**src/rtl/dimm_err_inj_pkg.sv**
```systemverilog
// rtl/dimm_err_inj_pkg.sv - shared types, encodings and helpers for the DIMM error-injection scheduler
package dimm_err_inj_pkg;

    typedef enum logic [2:0] {
        IDLE  = 3'd0,
        ARMED = 3'd1,
        ACTV  = 3'd2,
        WAIT  = 3'd3,
        INJ   = 3'd4,
        DONE  = 3'd5
    } state_t;

    localparam logic [1:0] MODE_SECC     = 2'd0;
    localparam logic [1:0] MODE_MECC     = 2'd1;
    localparam logic [1:0] MODE_ECC_INV  = 2'd2;
    localparam logic [1:0] MODE_FAILOVER = 2'd3;

    // Right-shifting Fibonacci form of x^16+x^14+x^13+x^11+1: feedback from bits 0,2,3,5
    localparam logic [15:0] LFSR_SEED = 16'hACE1;
    localparam logic [15:0] LFSR_TAPS = 16'h002D;

    // Write delay in clocks between the sampled WRITE and the first data beat
    function automatic logic [3:0] cl_to_wd(input logic [2:0] cl);
        case (cl)
            3'd4:    return 4'd4;
            3'd5:    return 4'd6;
            3'd6:    return 4'd8;
            3'd7:    return 4'd10;
            default: return {1'b0, cl} - 4'd1;
        endcase
    endfunction

    function automatic logic [15:0] lfsr_step(input logic [15:0] s);
        return {^(s & LFSR_TAPS), s[15:1]};
    endfunction

endpackage

```
**src/rtl/dimm_err_rr_arb.sv**
```systemverilog
// rtl/dimm_err_rr_arb.sv - 4-way round-robin arbiter with pointer register and one-hot grant
module dimm_err_rr_arb (
    input  logic       clk,
    input  logic       DRAM_RST_L,
    input  logic [3:0] req,
    input  logic       take,
    output logic       any,
    output logic [3:0] gnt,
    output logic [1:0] gnt_idx
);

    logic [1:0] ptr_q;

    // First requester found scanning upward from the pointer, wrapping at 3
    always_comb begin
        any     = 1'b0;
        gnt_idx = ptr_q;
        for (int i = 0; i < 4; i++) begin
            if (!any && req[ptr_q + 2'(i)]) begin
                any     = 1'b1;
                gnt_idx = ptr_q + 2'(i);
            end
        end
        gnt = any ? (4'b0001 << gnt_idx) : 4'b0000;
    end

    // Pointer moves just past the grantee whenever a grant is taken
    always_ff @(posedge clk or posedge DRAM_RST_L) begin
        if (DRAM_RST_L) begin
            ptr_q <= 2'd0;
        end else if (take && any) begin
            ptr_q <= gnt_idx + 2'd1;
        end
    end

endmodule

```
**src/rtl/dimm_err_inj_sched.sv**
```systemverilog
// rtl/dimm_err_inj_sched.sv - error-injection scheduler top; optional bank filter under DIMM_ERR_INJ_BANK_FILTER_EN
module dimm_err_inj_sched
    import dimm_err_inj_pkg::*;
#(
    parameter int NREQ        = 4,
    parameter int BURST_BEATS = 4,
    parameter int ARM_TIMEOUT = 1500
) (
    input  logic              clk,
    input  logic              DRAM_RST_L,
    input  logic [1:0]        DRAM_CS_L,
    input  logic [2:0]        DRAM_BA,
    input  logic              DRAM_RAS_L,
    input  logic              DRAM_CAS_L,
    input  logic              DRAM_WE_L,
    input  logic [2:0]        cas_latency,
    input  logic [2:0]        bank_sel,
    input  logic [NREQ-1:0]   req_valid,
    input  logic [2*NREQ-1:0] req_mode,
    output logic [NREQ-1:0]   req_ack,
    output logic [NREQ-1:0]   req_abort,
    output logic              busy,
    output logic              inj_en,
    output logic [1:0]        inj_mode,
    output logic [1:0]        inj_beat,
    output logic [4:0]        inj_nib,
    output logic [3:0]        inj_bits
);

    localparam int TW = $clog2(ARM_TIMEOUT + 1);

    state_t        state_q, state_d;
    logic [1:0]    gidx_q;
    logic [1:0]    mode_q;
    logic [3:0]    wd_q;
    logic [TW-1:0] tmo_q;
    logic [3:0]    wait_q;
    logic [1:0]    beat_q;
    logic [15:0]   lfsr_q;

    logic          arb_any;
    logic [3:0]    arb_gnt;
    logic [1:0]    arb_idx;
    logic          arb_take;

    logic          bank_ok;
    logic          cmd_act;
    logic          cmd_wr;
    logic          tmo_hit;
    logic          wait_hit;
    logic          last_beat;

`ifdef DIMM_ERR_INJ_BANK_FILTER_EN
    assign bank_ok = (DRAM_BA === bank_sel);
    logic unused_cs;
    assign unused_cs = DRAM_CS_L[1];
`else
    assign bank_ok = 1'b1;
    logic unused_bank;
    assign unused_bank = ^{DRAM_CS_L[1], DRAM_BA, bank_sel};
`endif

    // Case-equality makes any X/Z on a command bit decode as no command
    assign cmd_act = bank_ok && (DRAM_CS_L[0] === 1'b0) && (DRAM_RAS_L === 1'b0) &&
                     (DRAM_CAS_L === 1'b1) && (DRAM_WE_L === 1'b1);
    assign cmd_wr  = bank_ok && (DRAM_CS_L[0] === 1'b0) && (DRAM_RAS_L === 1'b1) &&
                     (DRAM_CAS_L === 1'b0) && (DRAM_WE_L === 1'b0);

    assign tmo_hit   = (tmo_q == TW'(ARM_TIMEOUT - 1));
    assign wait_hit  = ((wait_q + 4'd1) == wd_q);
    assign last_beat = (beat_q == 2'(BURST_BEATS - 1));
    assign arb_take  = (state_q == IDLE);
    assign busy      = (state_q != IDLE);

    dimm_err_rr_arb u_arb (
        .clk        (clk),
        .DRAM_RST_L (DRAM_RST_L),
        .req        (req_valid),
        .take       (arb_take),
        .any        (arb_any),
        .gnt        (arb_gnt),
        .gnt_idx    (arb_idx)
    );

    // State register
    always_ff @(posedge clk or posedge DRAM_RST_L) begin
        if (DRAM_RST_L) begin
            state_q <= IDLE;
        end else begin
            state_q <= state_d;
        end
    end

    // Next state and outputs; timeout is checked ahead of any command so it wins a tie
    always_comb begin
        state_d   = state_q;
        req_ack   = '0;
        req_abort = '0;
        inj_en    = 1'b0;
        inj_mode  = 2'd0;
        inj_beat  = 2'd0;
        inj_nib   = 5'd0;
        inj_bits  = 4'd0;
        case (state_q)
            IDLE: begin
                if (arb_any) state_d = ARMED;
            end
            ARMED: begin
                if (tmo_hit) begin
                    req_abort[gidx_q] = 1'b1;
                    state_d           = IDLE;
                end else if (cmd_act) begin
                    state_d = ACTV;
                end
            end
            ACTV: begin
                if (tmo_hit) begin
                    req_abort[gidx_q] = 1'b1;
                    state_d           = IDLE;
                end else if (cmd_wr) begin
                    state_d = (wd_q == 4'd0) ? INJ : WAIT;
                end
            end
            WAIT: begin
                if (wait_hit) state_d = INJ;
            end
            INJ: begin
                inj_en   = 1'b1;
                inj_mode = mode_q;
                inj_beat = beat_q;
                inj_nib  = (mode_q == MODE_ECC_INV) ? {3'b000, lfsr_q[1:0]} : lfsr_q[4:0];
                inj_bits = (lfsr_q[8:5] == 4'h0) ? 4'h1 : lfsr_q[8:5];
                if (last_beat) state_d = DONE;
            end
            DONE: begin
                req_ack[gidx_q] = 1'b1;
                state_d         = IDLE;
            end
            default: state_d = IDLE;
        endcase
    end

    // Grant capture, cycle counters and the pattern LFSR
    always_ff @(posedge clk or posedge DRAM_RST_L) begin
        if (DRAM_RST_L) begin
            gidx_q <= 2'd0;
            mode_q <= 2'd0;
            wd_q   <= 4'd0;
            tmo_q  <= '0;
            wait_q <= 4'd0;
            beat_q <= 2'd0;
            lfsr_q <= LFSR_SEED;
        end else begin
            if (state_q == IDLE && arb_any) begin
                gidx_q <= arb_idx;
                mode_q <= req_mode[{arb_idx, 1'b0} +: 2];
                wd_q   <= cl_to_wd(cas_latency);
            end
            tmo_q  <= (state_q == ARMED || state_q == ACTV) ? tmo_q + 1'b1 : '0;
            wait_q <= (state_q == WAIT) ? wait_q + 4'd1 : 4'd0;
            beat_q <= (state_q == INJ) ? beat_q + 2'd1 : 2'd0;
            if (inj_en) lfsr_q <= lfsr_step(lfsr_q);
        end
    end

endmodule

```
**config.mk**
```make
export PLATFORM = sky130hd
export DESIGN_NAME = dimm_err_inj_sched
export DESIGN_NICKNAME = d
export VERILOG_FILES = /design/src/rtl/dimm_err_inj_pkg.sv /design/src/rtl/dimm_err_rr_arb.sv /design/src/rtl/dimm_err_inj_sched.sv
export SDC_FILE = /design/constraint.sdc
export NUM_CORES = 1
export LEC_CHECK = 0
export CAP_MARGIN = 20
export CORE_MARGIN = 2
export CORE_UTILIZATION = 40
export CTS_CLUSTER_DIAMETER = 150
export DETAILED_ROUTE_END_ITERATION = 6
export PLACE_DENSITY = 0.69
export SLEW_MARGIN = 5
export SYNTH_ARGS = -nofsm -noshare
export SYNTH_HDL_FRONTEND = slang
export SYNTH_SLANG_ARGS = --single-unit
```
**constraint.sdc**
```tcl
create_clock -name clk -period 4.3 [get_ports clk]
set_clock_uncertainty 0.05 [all_clocks]
set_input_delay 0.645 -clock clk [delete_from_list [all_inputs] [get_ports clk]]
set_output_delay 0.645 -clock clk [all_outputs]
set_load 0.005 [all_outputs]
```
## After elaboration in Yosys (flattened, before gate mapping)

Index checks and enable logic that the tools add are counted.

| operators by class | value |
|---|---|
| shift operators | 1 |
| reduce and logical (&&, ||, !) cells | 22 |
| eq/ne operators | 25 |
| muxes and demuxes | 40 |
| $lt $le $gt $ge | 6 |
| $add $sub $neg | 8 |

Operator list:

| cell | count |
|---|---|
| 2-to-1 mux 3 bit | 8 |
| 2-to-1 mux 4 bit | 6 |
| equality test 3 bit (second input constant) | 6 |
| case mux 4 bit (4 select lines) | 1 |
| XOR reduction 16 bit | 1 |
| < comparator 2 x 3 -> 1 bit (second input constant) | 5 |
| case mux 3 bit (5 select lines) | 1 |
| 2-to-1 mux 2 bit | 6 |
| adder 11 x 1 -> 11 bit (second input constant) | 1 |
| equality test 11 bit (second input constant) | 1 |
| logical AND 1 bit | 11 |
| 2-to-1 mux 11 bit | 1 |
| 2-to-1 mux 1 bit | 10 |
| 2-to-1 mux 5 bit | 2 |
| binary-select mux 1 bit (select 2 bit) | 4 |
| logical NOT 4 bit | 2 |
| indexed part select 8 x 4 -> 2 bit | 1 |
| case equality test 1 bit (second input constant) | 7 |
| adder 2 x 1 -> 2 bit (second input constant) | 3 |
| equality test 3 x 2 -> 1 bit (second input constant) | 2 |
| inequality test 2 bit (second input constant) | 3 |
| inequality test 3 bit (second input constant) | 2 |
| AND reduction 5 bit | 1 |
| adder 2 bit (second input constant) | 2 |
| other kinds (12) | 15 |

| word-level totals | value |
|---|---|
| input port bits | 28 |
| flip-flop bits (word level) | 46 |

## Depth between registers and ports, before layout

| logic depth | value |
|---|---|
| word-level depth | 14 |
| mapped depth | 7 |
| gate-level depth less buffers | 6 |

## By module

A second synthesis with hierarchy kept.

| second synthesis, totals | value |
|---|---|
| cells, all modules | 275 |
| area total of the unflattened synthesis | 2607.5 um^2 |

By module, submodules not included:

| module | cells each | area an instance (um^2) | times used | seq. area each (um^2) |
|---|---|---|---|---|
| dimm_err_inj_sched | 239 | 2294.7 | 1 | 1111.1 |
| dimm_err_rr_arb | 36 | 312.8 | 1 | 50.0 |

## Worst setup path after synthesis

Ideal clock, no wire load.

| path | value |
|---|---|
| path kind | reg2out |
| start | register tmo_q[2] |
| end | output req_abort[0] |
| data arrival time | 1.462 ns |
| cell stages (with the launch flop) | 5 |
| setup slack | 2.143 ns |
| buffers on the path | 0 |
| cell sequence | dfrtp_1 > or3_4 > nor4_4 > or2b_1 > nor3_1 |

| on the way | value |
|---|---|
| cells in the longest elaborated chain, start to end | 3 |

RTL lines:

| element | RTL line | source |
|---|---|---|
| start: declaration | dimm_err_inj_sched.sv:36 | `logic [TW-1:0] tmo_q;` |
| start signal: assignment | dimm_err_inj_sched.sv:159 | `tmo_q <= (state_q == ARMED \|\| state_q == ACTV) ? tmo_q + 1'b1 : '0;` |
| equality test 11 bit | dimm_err_inj_sched.sv:69 | `assign tmo_hit = (tmo_q == TW'(ARM_TIMEOUT - 1));` |
| 2-to-1 mux 4 bit | dimm_err_inj_sched.sv:109, dimm_err_inj_sched.sv:117 |  |
| 2-to-1 mux 4 bit | n/a |  |
| end: declaration | dimm_err_inj_sched.sv:21 | `output logic [NREQ-1:0] req_abort,` |

Every way passes these cells.

## Final worst setup path

| path | value |
|---|---|
| start | register tmo_q[0] |
| end | output req_abort[0] |

Same word-level chain as after synthesis.

==> results.json <==
{
  "cts_resized": 0,
  "final_antenna_net_count": 0,
  "cts_root_buf": "clkbuf_8",
  "final_cell_count_no_fill": 408,
  "maxCapViolCount": 0,
  "worstSetupStartpointType": "register",
  "utilization": 0.5102,
  "antenna_cells": 0,
  "status": "finished clean",
  "seq_area_um2": 1161,
  "crit_fanout": 5,
  "slowest_stage": "clkdlybuf4s50_1",
  "ctsHoldBuffers": 0,
  "drive_gt1_frac": 0.08157,
  "hold_path.class": "register to register",
  "start_util": 0.4088,
  "synthesis.area_um2": 2551,
  "multiInputGateArea_um2": 1315,
  "die-width_um": 83.86,
  "grtUsageTotal": 0.1471,
  "max_stage_delay_ps": 530,
  "pwr-share-clk": 0.223,
  "setup-violations-final": 0,
  "ys_seq_area_frac": 0.4551,
  "grt_max_degree": 47,
  "synthArstFlopShare": 1.000,
  "dp_hpwl_um": 3650,
  "cts_sinks": 46,
  "cts_htree_levels": 2,
  "slew_viol_final": 0,
  "ys_ff_latch": 46,
  "synthCells": 284,
  "dp.cells": 400,
  "synth_top_area_cell": "dfrtp_1",
  "wl_per_cell_um": 12.13,
  "switchingPower_uw": 515.9,
  "finalHoldViolCount": 0,
  "syn2layout_area_growth_pct": 24.82,
  "cts_tree": "yes",
  "vias": 2055,
  "clock_latency_ps": 300,
  "vias_per_cell": 5.037,
  "n_fill_cell": 595,
  "fin_nets": 366,
  "synth_area_leaders": "dfrtp_1 37%, nand2_1 8.4%, dfstp_2 8.2%, nor2_1 4.9%, ha_1 3.9%",
  "final_common_cell": "nand2_1",
  "switching_share": 0.3599,
  "crit_path_end_kind": "output port",
  "p_leak_uw": 0.001468,
  "grt-ovfl-total": 0,
  "drc": 0,
  "power.total_uw": 1434,
  "drt_iter0_drc": 80,
  "worst_ep_required_time_ps": 3610,
  "path_buf_inv": 1,
  "mostFrequentLayoutCells": "57 x nand2_1, 43 x clkdlybuf4s50_1, 38 x dfrtp_1",
  "antenna_found_initial": 0,
  "avgSynthCellArea_um2": 8.983,
  "gp_congestion": 0.8054,
  "path_cells": "ha_1 > nand2_1 > nor4_4 > or2b_1 > nor3_1 > clkdlybuf4s50_1",
  "synth-simple-area-share": 0.2879,
  "yosys-mux-area-fraction": 0.004414,
  "die_h_um": 83.86,
  "ys.flop_type": "dfrtp_1",
  "grt_pass1_wl_um": 8500,
  "port_buffers": 43,
  "synth_edf_count": 0,
  "worst-setup-path-type": "register to output port",
  "max_slew.worst_pin.slew_ps": 567.6,
  "rsz0062_at_grt": "false",
  "cts_setup_buffers": 0,
  "max_freq_ghz": 0.3164,
  "synth_compound_area_frac": 0.1162,
  "period_share": 0.7351,
  "core_area_um2": 6241,
  "clk_path_buf_depth": 2,
  "synth_top_area_frac": 0.3727,
  "slew_headroom": 0.6216,
  "synth-xor-area-share": 0.06768,
  "dieArea_um2": 7033,
  "yosysWarnings": 0,
  "fin_setup_tns_ps": 0,
  "pwr-share-comb": 0.357,
  "synth_top_family_by_area": "simple AND/OR/NAND/NOR gates",
  "power_density_nw_per_um2": 450.2,
  "crit_family": "simple AND/OR/NAND/NOR gates",
  "firstDrtPassIters": 5,
  "fin_hold_ws_ps": 410.5,
  "fp-row-count": 29,
  "clkTransAtPathRegs_ps": 90,
  "wirelength_um": 4947,
  "internal-power_uw": 917.7,
  "seq_power_share": 0.420,
  "synth_nets": 320,
  "synthAdderAreaFrac": 0.03923,
  "period_needed_ps": 3161,
  "ys_types": 52,
  "cp.arrival_ps": 2470,
  "grt_pass1_vias": 1962,
  "ir_worst_vdd_v": 0.0002006,
  "pin_count": 51,
  "cts_made_buffers": 5
}
worst reg2reg max path, delay by kind of cell (launching register included):
family | cells | cell delay (ps)
mux | 1 | 320
flops | 1 | 470
simple gates | 4 | 850
buf+inv | 3 | 520
through the flow:
stage,area [µm²],worst slack [ps]
final,3184,1139
after CTS,3184,1110
after floorplan,2551,2143
after global routing,3184,988.6
after detailed placement,3074,1456
after global placement,3074,1504
cells by family after synthesis:
kind of cell | Yosys count
mux | 1
xor+xnor | 18
buf+inv | 19
compound gates | 42
simple gates | 150
fa+ha+maj | 8
flops | 46
worst paths after layout:
path | startpoint | end | slack [ps] | cells past startpoint
setup / recovery | tmo_q[0] | req_abort[0] | 1140 | 6
hold / removal | lfsr_q[11] | lfsr_q[10] | 410 | 2
setup reg to reg | state_q[0] | state_q[0] | 1980 | 8
hold reg to reg | lfsr_q[11] | lfsr_q[10] | 410 | 2
max in group asynchronous | DRAM_RST_L | mode_q[1] | 3070 | 3
min in group asynchronous | DRAM_RST_L | tmo_q[3] | 740 | 3
flip-flops by register name (all words and copies together) (netlist names):
register / cells
beat_q: 2
gidx_q: 2
lfsr_q: 16
mode_q: 2
state_q: 3
tmo_q: 11
u_arb.ptr_q: 2
wait_q: 4
wd_q: 4
layer usage:
layer | part of all wire | track usage | routed length [µm]
met1 | 0.48 | 0.1966 | 2388
met2 | 0.47 | 0.2385 | 2311
met3 | 0.036 | 0.03165 | 176
met4 | 0.014 | 0.04839 | 71
met5 | 0 | 0 | 0
power by group through the flow:
stage / clock network [µW] / registers, µW / logic, µW
2_1_floorplan: 0 / 575 / 404
3_3_place_gp: 0 / 609 / 509
3_5_place_dp: 0 / 610 / 518
4_1_cts: 328 / 603 / 516
5_1_grt: 348 / 619 / 581
6_report: 320 / 602 / 512
synth_stat cells (2+ instances only):
cell type  instances
o211ai_1           2
inv_1             11
and3_1            13
nand2b_1           5
nor4_1             3
dfrtp_1           38
nor2b_1            8
ha_1               8
nor2_1            33
nand3b_1           2
xor2_1             7
buf_2              3
a21oi_1            5
clkbuf_1           5
nor3_1             6
and2_1             3
nand3_1            9
nand2_1           57
o21bai_1           3
o21ai_0           11
dfstp_2            8
o2111a_1           2
xnor2_1           10
a21o_1             4
cell type report:
type,count,area share
multi-input cells,219,0.4130
inverters,11,0.01297
repair buffers,47,0.1446
clock inverters,2,0.01179
well taps,77,0.03026
clock buffers,6,0.02279
flip-flops and latches,46,0.3646
Note: power is estimated with default switching activity, not from simulation.
